<file path="src/rtl/next_pc_unit_pkg.sv">
// Shared definitions for the next-PC unit: branch condition encodings and FSM states.
package next_pc_unit_pkg;

    localparam logic [2:0] FUNC_EQ  = 3'b000;
    localparam logic [2:0] FUNC_NE  = 3'b001;
    localparam logic [2:0] FUNC_LT  = 3'b100;
    localparam logic [2:0] FUNC_GE  = 3'b101;
    localparam logic [2:0] FUNC_LTU = 3'b110;
    localparam logic [2:0] FUNC_GEU = 3'b111;

    typedef enum logic {
        IDLE = 1'b0,
        WAIT = 1'b1
    } state_t;

endpackage

</file>
<file path="src/rtl/next_pc_unit_branch_cmp.sv">
// Combinational branch condition evaluator; the 010/011 encodings never fire.
module branch_cmp
    import next_pc_unit_pkg::*;
#(
    parameter int XLEN = 32
) (
    input  logic [XLEN-1:0] comp1,
    input  logic [XLEN-1:0] comp2,
    input  logic [2:0]      func,
    output logic            cond
);

    always_comb begin
        cond = 1'b0;
        case (func)
            FUNC_EQ:  cond = (comp1 == comp2);
            FUNC_NE:  cond = (comp1 != comp2);
            FUNC_LT:  cond = ($signed(comp1) <  $signed(comp2));
            FUNC_GE:  cond = ($signed(comp1) >= $signed(comp2));
            FUNC_LTU: cond = (comp1 <  comp2);
            FUNC_GEU: cond = (comp1 >= comp2);
            default:  cond = 1'b0;
        endcase
    end

endmodule

</file>
<file path="src/rtl/next_pc_unit.sv">
// Next-PC unit: after DELAY_CYCLES non-stalled WAIT edges, registers the
// sequential or branch target PC and pulses pc_valid for one cycle.
module next_pc_unit
    import next_pc_unit_pkg::*;
#(
    parameter int XLEN         = 32,
    parameter int INC          = 4,
    parameter int DELAY_CYCLES = 2,
    parameter int CNT_W        = 8
) (
    input  logic            clk,
    input  logic            nrst,
    input  logic            execute,
    input  logic            stall,
    input  logic [XLEN-1:0] pc_in,
    input  logic [XLEN-1:0] comp1,
    input  logic [XLEN-1:0] comp2,
    input  logic [2:0]      func,
    input  logic            branch_en,
    input  logic [XLEN-1:0] imm,
    output logic [XLEN-1:0] pc_next,
    output logic            pc_valid,
    output logic            taken
);

    localparam logic [CNT_W-1:0] CNT_LAST = CNT_W'(DELAY_CYCLES - 1);

    state_t            state_q, state_d;
    logic [CNT_W-1:0]  cnt_q, cnt_d;
    logic [XLEN-1:0]   pc_next_q, pc_next_d;
    logic              taken_q, taken_d;
    logic              pc_valid_q, pc_valid_d;
    logic              cond;
    logic              br_taken;

    branch_cmp #(.XLEN(XLEN)) u_cmp (
        .comp1 (comp1),
        .comp2 (comp2),
        .func  (func),
        .cond  (cond)
    );

    assign br_taken = branch_en & cond;

    always_comb begin
        state_d    = state_q;
        cnt_d      = cnt_q;
        pc_next_d  = pc_next_q;
        taken_d    = taken_q;
        pc_valid_d = 1'b0;
        // Dropping execute wins over everything, including stall.
        if (!execute) begin
            state_d   = IDLE;
            cnt_d     = '0;
            pc_next_d = '0;
            taken_d   = 1'b0;
        end else begin
            case (state_q)
                IDLE: begin
                    state_d = WAIT;
                    cnt_d   = '0;
                end
                WAIT: begin
                    if (!stall) begin
                        if (cnt_q == CNT_LAST) begin
                            cnt_d      = '0;
                            taken_d    = br_taken;
                            pc_next_d  = br_taken ? (pc_in + imm) : (pc_in + XLEN'(INC));
                            pc_valid_d = 1'b1;
                        end else begin
                            cnt_d = cnt_q + CNT_W'(1);
                        end
                    end
                end
                default: state_d = IDLE;
            endcase
        end
    end

    always_ff @(posedge clk or negedge nrst) begin
        if (!nrst) begin
            state_q    <= IDLE;
            cnt_q      <= '0;
            pc_next_q  <= '0;
            taken_q    <= 1'b0;
            pc_valid_q <= 1'b0;
        end else begin
            state_q    <= state_d;
            cnt_q      <= cnt_d;
            pc_next_q  <= pc_next_d;
            taken_q    <= taken_d;
            pc_valid_q <= pc_valid_d;
        end
    end

    assign pc_next  = pc_next_q;
    assign pc_valid = pc_valid_q;
    assign taken    = taken_q;

endmodule

</file>
<file path="config.mk">
export PLATFORM = sky130hd
export DESIGN_NAME = next_pc_unit
export DESIGN_NICKNAME = d
export VERILOG_FILES = /design/src/rtl/next_pc_unit_pkg.sv /design/src/rtl/next_pc_unit_branch_cmp.sv /design/src/rtl/next_pc_unit.sv
export SDC_FILE = /design/constraint.sdc
export NUM_CORES = 1
export LEC_CHECK = 0
export ABC_AREA = 1
export ABC_CLOCK_PERIOD_IN_PS = 2100
export BUFFER_PORTS_ARGS = -buffer_cell sky130_fd_sc_hd__buf_2
export CAP_MARGIN = 10
export CELL_PAD_IN_SITES_DETAIL_PLACEMENT = 0
export CELL_PAD_IN_SITES_GLOBAL_PLACEMENT = 1
export CORE_ASPECT_RATIO = 0.5
export CORE_MARGIN = 1.5
export CORE_UTILIZATION = 38
export CTS_CLUSTER_SIZE = 20
export DETAILED_ROUTE_END_ITERATION = 8
export GPL_ROUTABILITY_DRIVEN = 0
export GPL_TIMING_DRIVEN = 0
export PLACE_DENSITY_LB_ADDON = 0.08
export SLEW_MARGIN = 5
export SYNTH_ARGS = -nofsm -noshare
export SYNTH_HDL_FRONTEND = slang
export SYNTH_SLANG_ARGS = --single-unit
</file>
<file path="constraint.sdc">
create_clock -name clk -period 2.1 [get_ports clk]
set_clock_uncertainty 0.1 [all_clocks]
set_input_delay 0.21 -clock clk [delete_from_list [all_inputs] [get_ports clk]]
set_output_delay 0.21 -clock clk [all_outputs]
set_load 0.005 [all_outputs]
</file>
==> reports/metrics.yaml, run 1 <==
run_status:
  outcome: "finished, violations left"
  violations: "hold timing, setup timing"
timing:
  fin_crit_ns: 2.17
  final_max_slew_viol_count: 0
  setup_tns_ns: -1.08
  fmax_mhz: 461
  slew-limit-headroom_pct: 35.1
  worstMarginPinSlew_ns: 0.974
  whs_ns: -0.0247
  hold_viol: 26
  rsz0062_at_grt: "yes"
  finalCritPeriodShare_pct: 103
  fin_ws_ns: -0.0677
  setup_violations: 32
drt:
  drc_errors: 0
  first_pass_iters: 5
  wl_um: 20000
  detail_route.vias_per_cell: 5.06
  num_vias: 6591
  avgRoutedWirePerCell_um: 15.4
  drt_iter0_drc: 399
  drtAntennaViolNets: 0
grt:
  grt_use_total_pct: 23.5
  antenna_found_initial: 3
  grt_first_pass_wirelength_um: 31200
  grt_pass1_vias: 6219
  grt-ovfl-total: 0
  grt_max_degree: 44
pwr:
  power.leakage_nw: 4.18
  power_density_mw_per_mm2: 398
  ir_drop_v: 0.000294
logic_synthesis:
  synth_area_mm2: 0.00603
  synthCells: 893
  synthTopCellsByArea: "dfrtp_1 (18%), nand2_1 (14%), ha_1 (14%)"
  syn_avg_cell_area_um2: 6.75
  async_flop_share_pct: 100
  synth-seq-cells: 43
  yosys.area_share.simple_pct: 41.6
  synth_seq_area_share_pct: 17.8
  synthXorXnorAreaFrac_pct: 7.11
  synthFlopType: "dfrtp_1"
  synth_top_area_cell: "dfrtp_1"
  synth_edf_count: 0
  syn_nets: 1096
  synth_fa_ha_area_share_pct: 14.0
  synth.top_cell.area_share_pct: 17.8
  ys_types: 42
  synth_top_family_by_area: "simple AND/OR/NAND/NOR gates"
  yosysWarnings: 0
  muxShareOfSynthArea_pct: 0
  synth_compound_area_share_pct: 9.85
floorplanning:
  die-area_mm2: 0.0167
  initial_core_util_pct: 39.0
  fp.coreArea_mm2: 0.0155
  die_x_um: 181
  fp-row-count: 32
  die_h_um: 92.1
  ios: 170
placed_design:
  io_buffers: 168
  postPlaceCellArea_mm2: 0.00722
  place_worst_setup_slack_ns: -0.710
  dp_hpwl_um: 16500
layout:
  final_area_mm2: 0.00826
  nFillCells: 1561
  final_nets: 1298
  areaGrowthSynthToFinish_pct: 37.0
  drive_above_1_share_pct: 37.5
critical_path:
  crit_path_start_kind: "primary input"
  end_kind: "flop"
  crit_required_ns: 2.18
  crit_path_max_fanout: 6
  worst-setup-path-type: "in -> reg"
  cp.arrival_ns: 2.25
cts:
  root_buffer: "clkbuf_16"
  clockBufferDepth: 2
  numCtsBuffers: 5
  clock_sinks: 43
  h-tree-depth: 2
  path_clk_slew_ns: 0.07
  insertion_delay_ns: 0.29
  cts_tree: "done"
job:
  drv_cap: 0
hold_path:
  hold_path.class: "in -> async"
[synthesized netlist by cell type, types with 4 or more instances]
| cell | n |
|---|---|
| a21oi_1 | 49 |
| xor2_1 | 29 |
| o21ai_0 | 26 |
| nand2_2 | 34 |
| o22ai_1 | 4 |
| a21o_1 | 4 |
| ha_1 | 66 |
| nor2_1 | 74 |
| nand3_1 | 33 |
| nor4_1 | 11 |
| o21bai_1 | 5 |
| nand2_1 | 233 |
| dfrtp_1 | 43 |
| nand4_1 | 18 |
| nor3_1 | 25 |
| xnor2_1 | 20 |
| nand3_2 | 53 |
| inv_1 | 117 |
[routing by layer]
metal | vias up | part of all wire [%] | wire, um | track usage (%)
li1 | 3346 | - | - | -
met1 | 3022 | 49 | 9730 | 32.5
met4 | 0 | 0.58 | 115 | 2.99
met2 | 212 | 44 | 8790 | 39.1
met3 | 11 | 6.8 | 1350 | 4.29
met5 | - | 0 | 0 | 0
[power by group]
| group | total (W) | internal, W | switching, W |
|---|---|---|---|
| combinational | 0.00166 | 0.000684 | 0.000974 |
| clock | 0.000784 | 0.000445 | 0.000340 |
| sequential | 0.000848 | 0.000841 | 0.00000768 |
[critical path: stages]
cell,delay (ns)
buf_6,0.07
inv_4,0.03
ha_4,0.27
nand2_4,0.06
buf_4,0.12
a21oi_1,0.18
nor3_2,0.05
nand2_1,0.10
a21oi_4,0.05
buf_4,0.14
nand3_2,0.07
nand2_2,0.06
nor2_4,0.11
nand3_4,0.17
nand2_8,0.19
buf_12,0.16
nand2_4,0.05
nand3_4,0.09
nand2_1,0.05
[placed cells by master, fill, tap and decap left out, types with 3 or more instances in the layout]
master and instances:
buf_2 164, a21o_1 4, nand4_1 18, a21oi_2 10, dfrtp_1 43, xnor2_1 19, nand3_2 65, o22ai_1 4
nor4_1 10, nor3_2 3, clkbuf_1 3, o21ai_1 3, inv_1 107, nor2_2 9, o21bai_1 4, xor2_2 4
ha_1 42, buf_1 3, nor2_1 62, a21oi_1 38, inv_2 9, and3_1 3, nand2_2 36, buf_12 3
nand2_4 16, xor2_1 25, nor2_4 5, o21a_1 3, ha_4 20, nor3_1 22, clkbuf_16 8, buf_6 6
nand3_1 20, o21ai_0 23, nand3b_1 3, nand2_1 215, buf_4 27, ha_2 4
[worst paths after layout]
kind | from | depth (start not counted) | slack, ns | to
max | comp2[31] | 19 | -0.07 | pc_next[28]
min | nrst | 1 | -0.02 | pc_next[0]
max reg2reg | cnt_q[1] | 10 | 0.06 | pc_next[29]
min reg2reg | pc_next[26] | 2 | 0.37 | pc_next[26]
max in group asynchronous | nrst | 1 | 1.31 | pc_next[15]
min in group clk | stall | 4 | 0.14 | cnt_q[0]
[area by class of cell]
| class | count | area, um2 | area share, % |
|---|---|---|---|
| Sequential cell | 43 | 1080 | 13.0 |
| Buffer | 16 | 150 | 1.82 |
| Antenna cell | 2 | 5.00 | 0.0606 |
| Clock buffer | 5 | 125 | 1.51 |
| Multi-Input combinational cell | 717 | 5060 | 61.3 |
| Timing Repair Buffer | 195 | 1120 | 13.6 |
| Clock inverter | 3 | 25.0 | 0.303 |
| Tap cell | 204 | 255 | 3.09 |
| Inverter | 117 | 442 | 5.34 |
[repair_timing]
| item | 4_1_cts | 5_1_grt |
|---|---|---|
| setup buffers | 14 | 9 |
| pin swaps | 24 | 45 |
| setup endpoints to repair | 34 | 33 |
| gates cloned | 0 | 3 |
| hold endpoints to repair | 1 | 0 |
| hold buffers | 1 | 0 |
| gates resized for setup | 59 | 74 |
[sequential cells by signal, indices dropped and copies added, names as in the netlist]
signal	count
taken	1
pc_next	32
cnt_q	8
pc_valid	1
state_q	1
[cells by family after synthesis]
kind of cell / count (synthesis)
AOI/OAI and AO/OA: 106
DFF: 43
xor gates and xnor gates: 49
and+or+nand+nor: 495
adders and majority gates: 67
buffers and inverters: 133
[stage by stage]
step	std cells	hold WS (ns)	total power (W)	util, %
3_5_place_dp	1265	0.250	0.00223	46.7
5_1_grt	1301	0.0571	0.00351	53.5
4_1_cts	1288	0.0153	0.00314	50.2
3_3_place_gp	1265	0.245	0.00222	46.7
6_report	1302	-0.0247	0.00329	53.5
2_1_floorplan	893	-0.186	0.00178	-
Note: power is estimated with default switching activity, not from simulation.
==> run 2: changes to the inputs <==
- CORE_UTILIZATION: 38 -> 36
- SYNTH_HIERARCHICAL: unset -> 1
==> run 2 against run 1 <==
  * The flow still finishes with violations (hold timing, setup timing)
  * Register-to-register slack worse by 0.05 ns
  * Via count is 10% higher
  * Sequential share of layout area hardly changed
  * Count of clock-buffer cells in the layout grew 1
  * Highest routed layer unchanged
  * Sequential cell count is the same
  * Global-route usage grew 0.59 points
  * First-iteration DRC count grew 41%
  * Synthesized cell count up 23%
  * Synthesized area rose by 3.6%
  * Maximum frequency down 4.7%
  * Largest power group unchanged
  * Utilization fell by 4.1 points
==> reports/metrics.yaml, run 2 <==
drt:
  drc_errors: 0  # unchanged
  drtAntennaViolNets: 0  # unchanged
  detail_route.vias_per_cell: 4.78  # was 5.06
  first_pass_iters: 5  # unchanged
  num_vias: 7254  # was 6591
  drt_iter0_drc: 561  # was 399
  avgRoutedWirePerCell_um: 14.4  # was 15.4 um
  wl_um: 21900  # was 20000 um
layout:
  largest_reg_flops: 32  # unchanged
  final_nets: 1493  # was 1298
  areaGrowthSynthToFinish_pct: 31.8  # was 37.0%
  drive_above_1_share_pct: 23.0  # was 37.5%
  layout_commonest_cell: "nand2_1"  # unchanged
  diodes: 0  # was 2
  final_area_mm2: 0.00824  # was 0.00826 mm2
  layout_common_cells: "nand2_1 (399), inv_1 (197), buf_2 (164)"  # was nand2_1 (215), buf_2 (164), inv_1 (107)
timing:
  whs_ns: -0.0332  # was -0.0247 ns
  fmax_mhz: 440  # was 461 MHz
  setup_tns_ns: -3.27  # was -1.08 ns
  rsz0062_at_grt: "yes"  # unchanged
  final_max_slew_viol_count: 0  # unchanged
  fin_ws_ns: -0.175  # was -0.0677 ns
  slew-limit-headroom_pct: 36.6  # was 35.1%
  hold_viol: 43  # was 26
  worstMarginPinSlew_ns: 0.951  # was 0.974 ns
  finalCritPeriodShare_pct: 108  # was 103%
  setup_violations: 33  # was 32
  fin_crit_ns: 2.27  # was 2.17 ns
logic_synthesis:
  synthFlopType: "dfrtp_1"  # unchanged
  synth_most_common_cell: "nand2_1"  # unchanged
  yosys-top-cells-count: "nand2_1 (411), inv_1 (206), nand3_1 (100)"  # was nand2_1 (233), inv_1 (117), nor2_1 (74)
  syn_avg_cell_area_um2: 5.70  # was 6.75 um2
  synthTopCellsByArea: "nand2_1 (25%), dfrtp_1 (17%), ha_1 (13%)"  # was dfrtp_1 (18%), nand2_1 (14%), ha_1 (14%)
  synth_area_mm2: 0.00625  # was 0.00603 mm2
  synth_top_area_cell: "nand2_1"  # was dfrtp_1
  synth_edf_count: 0  # unchanged
  async_flop_share_pct: 100  # unchanged
  synth.top_cell.area_share_pct: 24.7  # was 17.8%
  synth_seq_area_share_pct: 17.2  # was 17.8%
  synth-seq-cells: 43  # unchanged
  yosysWarnings: 6  # was 0
  synthCells: 1096  # was 893
  ys_types: 42  # unchanged
  syn_nets: 1299  # was 1096
critical_path:
  crit_required_ns: 2.17  # was 2.18 ns
  slowest_stage: "ha_4"  # unchanged
  worst-setup-path-type: "in -> reg"  # unchanged
  r2r_slack_ns: 0.01  # was 0.06 ns
  path_buf_inv: 6  # was 5
  timing.rr.end: "pc_next[16]"  # was pc_next[29]
  path_cells: "buf_8 -> inv_12 -> ha_4 -> buf_6 -> a21oi_2 -> o21a_1 -> nand2_2 -> a21oi_4 -> nand3_1 -> nand2_1 -> inv_1 -> nor2_2 -> nand3_2 -> nand2_8 -> clkinv_8 -> buf_12 -> o211ai_1 -> nand2_1"  # was buf_6 -> inv_4 -> ha_4 -> nand2_4 -> buf_4 -> a21oi_1 -> nor3_2 -> nand2_1 -> a21oi_4 -> buf_4 -> nand3_2 -> nand2_2 -> nor2_4 -> nand3_4 -> nand2_8 -> buf_12 -> nand2_4 -> nand3_4 -> nand2_1
  crit_path_start_kind: "primary input"  # unchanged
  r2r_start: "cnt_q[0]"  # was cnt_q[1]
  crit_start: "comp2[31]"  # unchanged
  cpPeakStageDelay_ns: 0.24  # was 0.27 ns
  end_kind: "flop"  # unchanged
  worstSetupPathDepth: 18  # was 19
  cp.arrival_ns: 2.34  # was 2.25 ns
  r2r_cells: 10  # unchanged
  cpMostUsedCell: "nand2_1"
  cp-endpoint: "pc_next[13]"  # was pc_next[28]
  crit_path_max_fanout: 5  # was 6
  cp_top_family: "simple AND/OR/NAND/NOR gates"  # unchanged
hold_path:
  hold_path.class: "in -> async"  # unchanged
cts:
  h-tree-depth: 2  # unchanged
  root_buffer: "clkbuf_16"  # unchanged
  clockBufferDepth: 2  # unchanged
  insertion_delay_ns: 0.28  # was 0.29 ns
  clock_sinks: 43  # unchanged
  cts_tree: "done"  # unchanged
  numCtsBuffers: 5  # unchanged
  path_clk_slew_ns: 0.06  # was 0.07 ns
grt:
  grt-ovfl-total: 0  # unchanged
  grt_use_total_pct: 24.1  # was 23.5%
  antenna_found_initial: 0  # was 3
  grt_first_pass_wirelength_um: 34100  # was 31200 um
  grt_pass1_vias: 6621  # was 6219
  grt_max_degree: 44  # unchanged
run_status:
  outcome: "finished, violations left"  # unchanged
  violations: "hold timing, setup timing"  # unchanged
floorplanning:
  die-area_mm2: 0.0182  # was 0.0167 mm2
  initial_core_util_pct: 37.5  # was 39.0%
  die_h_um: 96.2  # was 92.1 um
  fp-row-count: 33  # was 32
  fp.coreArea_mm2: 0.0167  # was 0.0155 mm2
  ios: 170  # unchanged
  die_x_um: 189  # was 181 um
pwr:
  power.leakage_nw: 4.92  # was 4.18 nW
  power_density_mw_per_mm2: 370  # was 398 mW/mm2
  ir_drop_v: 0.000278  # was 0.000294 V
  finalPower_w: 0.00305  # was 0.00329 W
job:
  drv_cap: 0  # unchanged
placed_design:
  postPlaceCellArea_mm2: 0.00753  # was 0.00722 mm2
  dp_hpwl_um: 18500  # was 16500 um
  io_buffers: 169  # was 168
  place_worst_setup_slack_ns: -0.789  # was -0.710 ns
run 2: cell types whose count changed in the layout (fill, tap and decap cells not counted), sizes merged, moves of 6 or more:
cell | before | now
buf | 204 | 190
inv | 117 | 212
nand2 | 268 | 420
nand3 | 87 | 103
nand4 | 18 | 12
nor2 | 76 | 85
nor3 | 27 | 21
nor4 | 11 | 0
xnor2 | 20 | 7
xor2 | 29 | 11
run 2: through the flow:
stage	util (%)	std cells
detailed placement	45.1	1492
CTS	47.5	1509
floorplan	-	1096
finish	49.4	1518
global placement	45.1	1492
global route	49.4	1518
run 2: area by class of cell:
type	instances	area, um2
plain buffers	11	110
clock buffers	6	129
clock inverters	2	12.5
fillers	1803	8440
inverters	212	826
multi-input cells	830	4690
flip-flops and latches	43	1080
well taps	227	284
repair buffers	186	1100
repair inverters	1	8.76
run 2: cells by family after synthesis:
group	Yosys count	synth area share [%]
and+or+nand+nor	648	44.4
buffers and inverters	223	13.6
AOI/OAI and AO/OA	94	8.27
adders and majority gates	67	13.5
DFF	43	17.2
xor gates and xnor gates	18	2.52
muxes	3	0.480
run 2: repair_timing:
action                                  4_1_cts  5_1_grt
endpoints found under the hold margin         1        0
gates resized for setup                      38       51
hold buffers                                  1        0
endpoints found under the setup margin       33       33
pin swaps                                    22       27
setup buffers                                 7        6
cloned                                        1        3
run 2: routing by layer:
metal	wire, um	vias up	global-route usage (%)
met5	0	-	0
met4	41	0	1.26
met3	1700	6	4.08
met2	9630	257	41.8
met1	10600	3182	33.0
li1	-	3809	-
run 2: where the power goes:
part           total, W  switching (W)  internal [W]
Sequential     0.000850     0.00000824      0.000842
Combinational   0.00145       0.000882      0.000567
Clock          0.000750       0.000311      0.000439
run 2: worst min path at each step:
stage,startpoint,end,slack [ns],cells after the start
2_1_floorplan,nrst,cnt_q[0],-0.19,0
3_3_place_gp,execute,state_q,0.26,1
3_5_place_dp,execute,state_q,0.27,1
4_1_cts,nrst,cnt_q[0],0.003,1
5_1_grt,nrst,cnt_q[0],0.06,1
6_report,nrst,cnt_q[0],-0.03,1
==> run 3: changes to the inputs <==
- RECOVER_POWER: unset -> 25
==> run 3 against run 2 <==
  * Critical endpoint is now pc_next[1]
  * Register-to-register slack barely moved
  * Final cell count stayed put
  * Global-route usage unchanged
  * Worst hold slack improved by 0.037 ns
  * Sequential share of layout area about the same
  * First-iteration DRC count is the same
  * The flow finishes with violations (setup timing)
  * Critical path depth is the same
  * Combinational power is essentially flat
==> reports/metrics.yaml, run 3 (synthesized netlist as in run 2, its figures left out) <==
run_status:
  outcome: "finished, violations left"  # unchanged
  violations: "setup timing"  # was hold timing, setup timing
layout:
  final_cells: 1518  # unchanged
  layout_commonest_cell: "nand2_1"  # unchanged
  drive_above_1_share_pct: 22.9  # was 23.0%
  final_nets: 1493  # unchanged
  largest_reg_flops: 32  # unchanged
  areaGrowthSynthToFinish_pct: 31.8  # about the same
  diodes: 0  # unchanged
  layout_common_cells: "nand2_1 (399), inv_1 (197), buf_2 (162)"  # was nand2_1 (399), inv_1 (197), buf_2 (164)
  nFillCells: 1804  # was 1803
grt:
  grt_pass1_vias: 6621  # unchanged
  grt-ovfl-total: 0  # unchanged
  grt_use_total_pct: 24.1  # unchanged
  antenna_found_initial: 0  # unchanged
  grt_max_degree: 44  # unchanged
  grt_first_pass_wirelength_um: 34100  # unchanged
critical_path:
  crit_required_ns: 2.14  # was 2.17 ns
  crit_path_max_fanout: 5  # unchanged
  cp.arrival_ns: 2.32  # was 2.34 ns
  worst-setup-path-type: "in -> reg"  # unchanged
  cpPeakStageDelay_ns: 0.24  # about the same
  cpMostUsedCell: "buf_8"  # was nand2_1
  slowest_stage: "ha_4"  # unchanged
  crit_path_start_kind: "primary input"  # unchanged
  end_kind: "flop"  # unchanged
  path_cells: "buf_8 -> inv_12 -> ha_4 -> buf_6 -> a21oi_2 -> o21a_1 -> nand2_2 -> a21oi_4 -> nand3_1 -> nand2_1 -> inv_1 -> nor2_2 -> nand3_2 -> nand2_8 -> buf_12 -> buf_8 -> mux2i_1 -> o21ai_1"  # was buf_8 -> inv_12 -> ha_4 -> buf_6 -> a21oi_2 -> o21a_1 -> nand2_2 -> a21oi_4 -> nand3_1 -> nand2_1 -> inv_1 -> nor2_2 -> nand3_2 -> nand2_8 -> clkinv_8 -> buf_12 -> o211ai_1 -> nand2_1
cts:
  path_clk_slew_ns: 0.06  # about the same
  root_buffer: "clkbuf_16"  # unchanged
  clockBufferDepth: 2  # unchanged
  cts_tree: "done"  # unchanged
  clock_sinks: 43  # unchanged
  h-tree-depth: 2  # unchanged
  insertion_delay_ns: 0.29  # was 0.28 ns
  numCtsBuffers: 5  # unchanged
timing:
  setup_tns_ns: -3.25  # was -3.27 ns
  finalCritPeriodShare_pct: 108  # about the same
  fin_ws_ns: -0.173  # was -0.175 ns
  worstMarginPinSlew_ns: 1.06  # was 0.951 ns
  fmax_mhz: 440  # about the same
  hold_viol: 0  # was 43
  whs_ns: 0.00390  # was -0.0332 ns
  fin_crit_ns: 2.27  # about the same
  rsz0062_at_grt: "yes"  # unchanged
  setup_violations: 33  # unchanged
  final_max_slew_viol_count: 0  # unchanged
  slew-limit-headroom_pct: 29.0  # was 36.6%
pwr:
  ir_drop_v: 0.000278  # about the same
  power_density_mw_per_mm2: 370  # about the same
  finalPower_w: 0.00305  # about the same
  power.leakage_nw: 4.92  # about the same
drt:
  num_vias: 7249  # was 7254
  first_pass_iters: 5  # unchanged
  drt_iter0_drc: 561  # unchanged
  wl_met2_um: 9620  # was 9630 um
  drtAntennaViolNets: 0  # unchanged
  met3_length_um: 1660  # was 1700 um
  drt-met1-wl_um: 10600  # about the same
  dr.max_layer_used: "met4"  # unchanged
  detail_route.vias_per_cell: 4.78  # about the same
  wl_um: 21900  # about the same
  drc_errors: 0  # unchanged
  avgRoutedWirePerCell_um: 14.4  # about the same
floorplanning:
  fp-row-count: 33  # unchanged
  die_x_um: 189  # unchanged
  ios: 170  # unchanged
  fp.coreArea_mm2: 0.0167  # unchanged
  die_h_um: 96.2  # unchanged
  die-area_mm2: 0.0182  # unchanged
  initial_core_util_pct: 37.5  # unchanged
placed_design:
  dp.cells: 1492  # unchanged
  io_buffers: 169  # unchanged
  dp_hpwl_um: 18500  # unchanged
job:
  drv_cap: 0  # unchanged
hold_path:
  hold_path.class: "in -> async"  # unchanged
## run 3: cell types whose count changed in the layout (fill, tap and decap cells not counted)
cell / delta
buf_2: -2
clkbuf_1: +1
clkbuf_2: +1
## run 3: timing repair
item,4_1_cts,5_1_grt
buffers inserted,7,6
setup endpoints to repair,33,33
cloned,1,3
endpoints found under the hold margin,1,0
gates resized for setup,38,51
hold buffers,1,0
pin swaps,22,27
## run 3: cell type report
type	instances	area (um2)	share of cell area, %
Inverter	212	826	10.0
Clock inverter	2	12.5	0.152
Timing Repair Buffer	186	1100	13.4
Timing Repair inverter	1	8.76	0.106
Multi-Input combinational cell	830	4690	56.9
Clock buffer	6	129	1.56
Tap cell	227	284	3.45
Sequential cell	43	1080	13.1
Buffer	11	110	1.34
## run 3: stage by stage
stage	setup slack [ns]	utilization [%]	cell area, um2
2_1_floorplan	-0.0303	-	6400
3_3_place_gp	-0.734	45.1	7530
3_5_place_dp	-0.789	45.1	7530
4_1_cts	-0.170	47.5	7930
5_1_grt	-0.307	49.4	8240
6_report	-0.173	49.4	8240
## run 3: worst paths after layout
kind | endpoint | start | slack (ns) | cells past startpoint
setup / recovery | pc_next[1] | comp2[31] | -0.17 | 18
hold / removal | cnt_q[0] | nrst | 0.004 | 1
setup reg to reg | pc_next[16] | cnt_q[0] | 0.01 | 10
hold reg to reg | pc_next[20] | pc_next[20] | 0.37 | 2
max in group asynchronous | pc_next[23] | nrst | 1.23 | 1
min in group clk | pc_next[0] | pc_in[0] | 0.14 | 3
## run 3: where the power goes
group	internal, W	leakage, nW	switching [W]	total [W]
combinational	0.000566	4.25	0.000882	0.00145
clock	0.000439	0.0669	0.000312	0.000751
sequential	0.000842	0.596	0.00000823	0.000850
## run 3: layer usage
metal / track usage, % / vias to the layer above
met5: 0 / -
met4: 1.26 / 0
met3: 4.08 / 6
met2: 41.8 / 249
met1: 33.0 / 3184
li1: - / 3810
## run 3: critical path: cells and delay by family
kind / cells / cell delay [ns]
simple gates: 6 / 0.62
mux: 1 / 0.22
buf+inv: 6 / 0.51
fa+ha+maj: 1 / 0.24
compound gates: 4 / 0.51
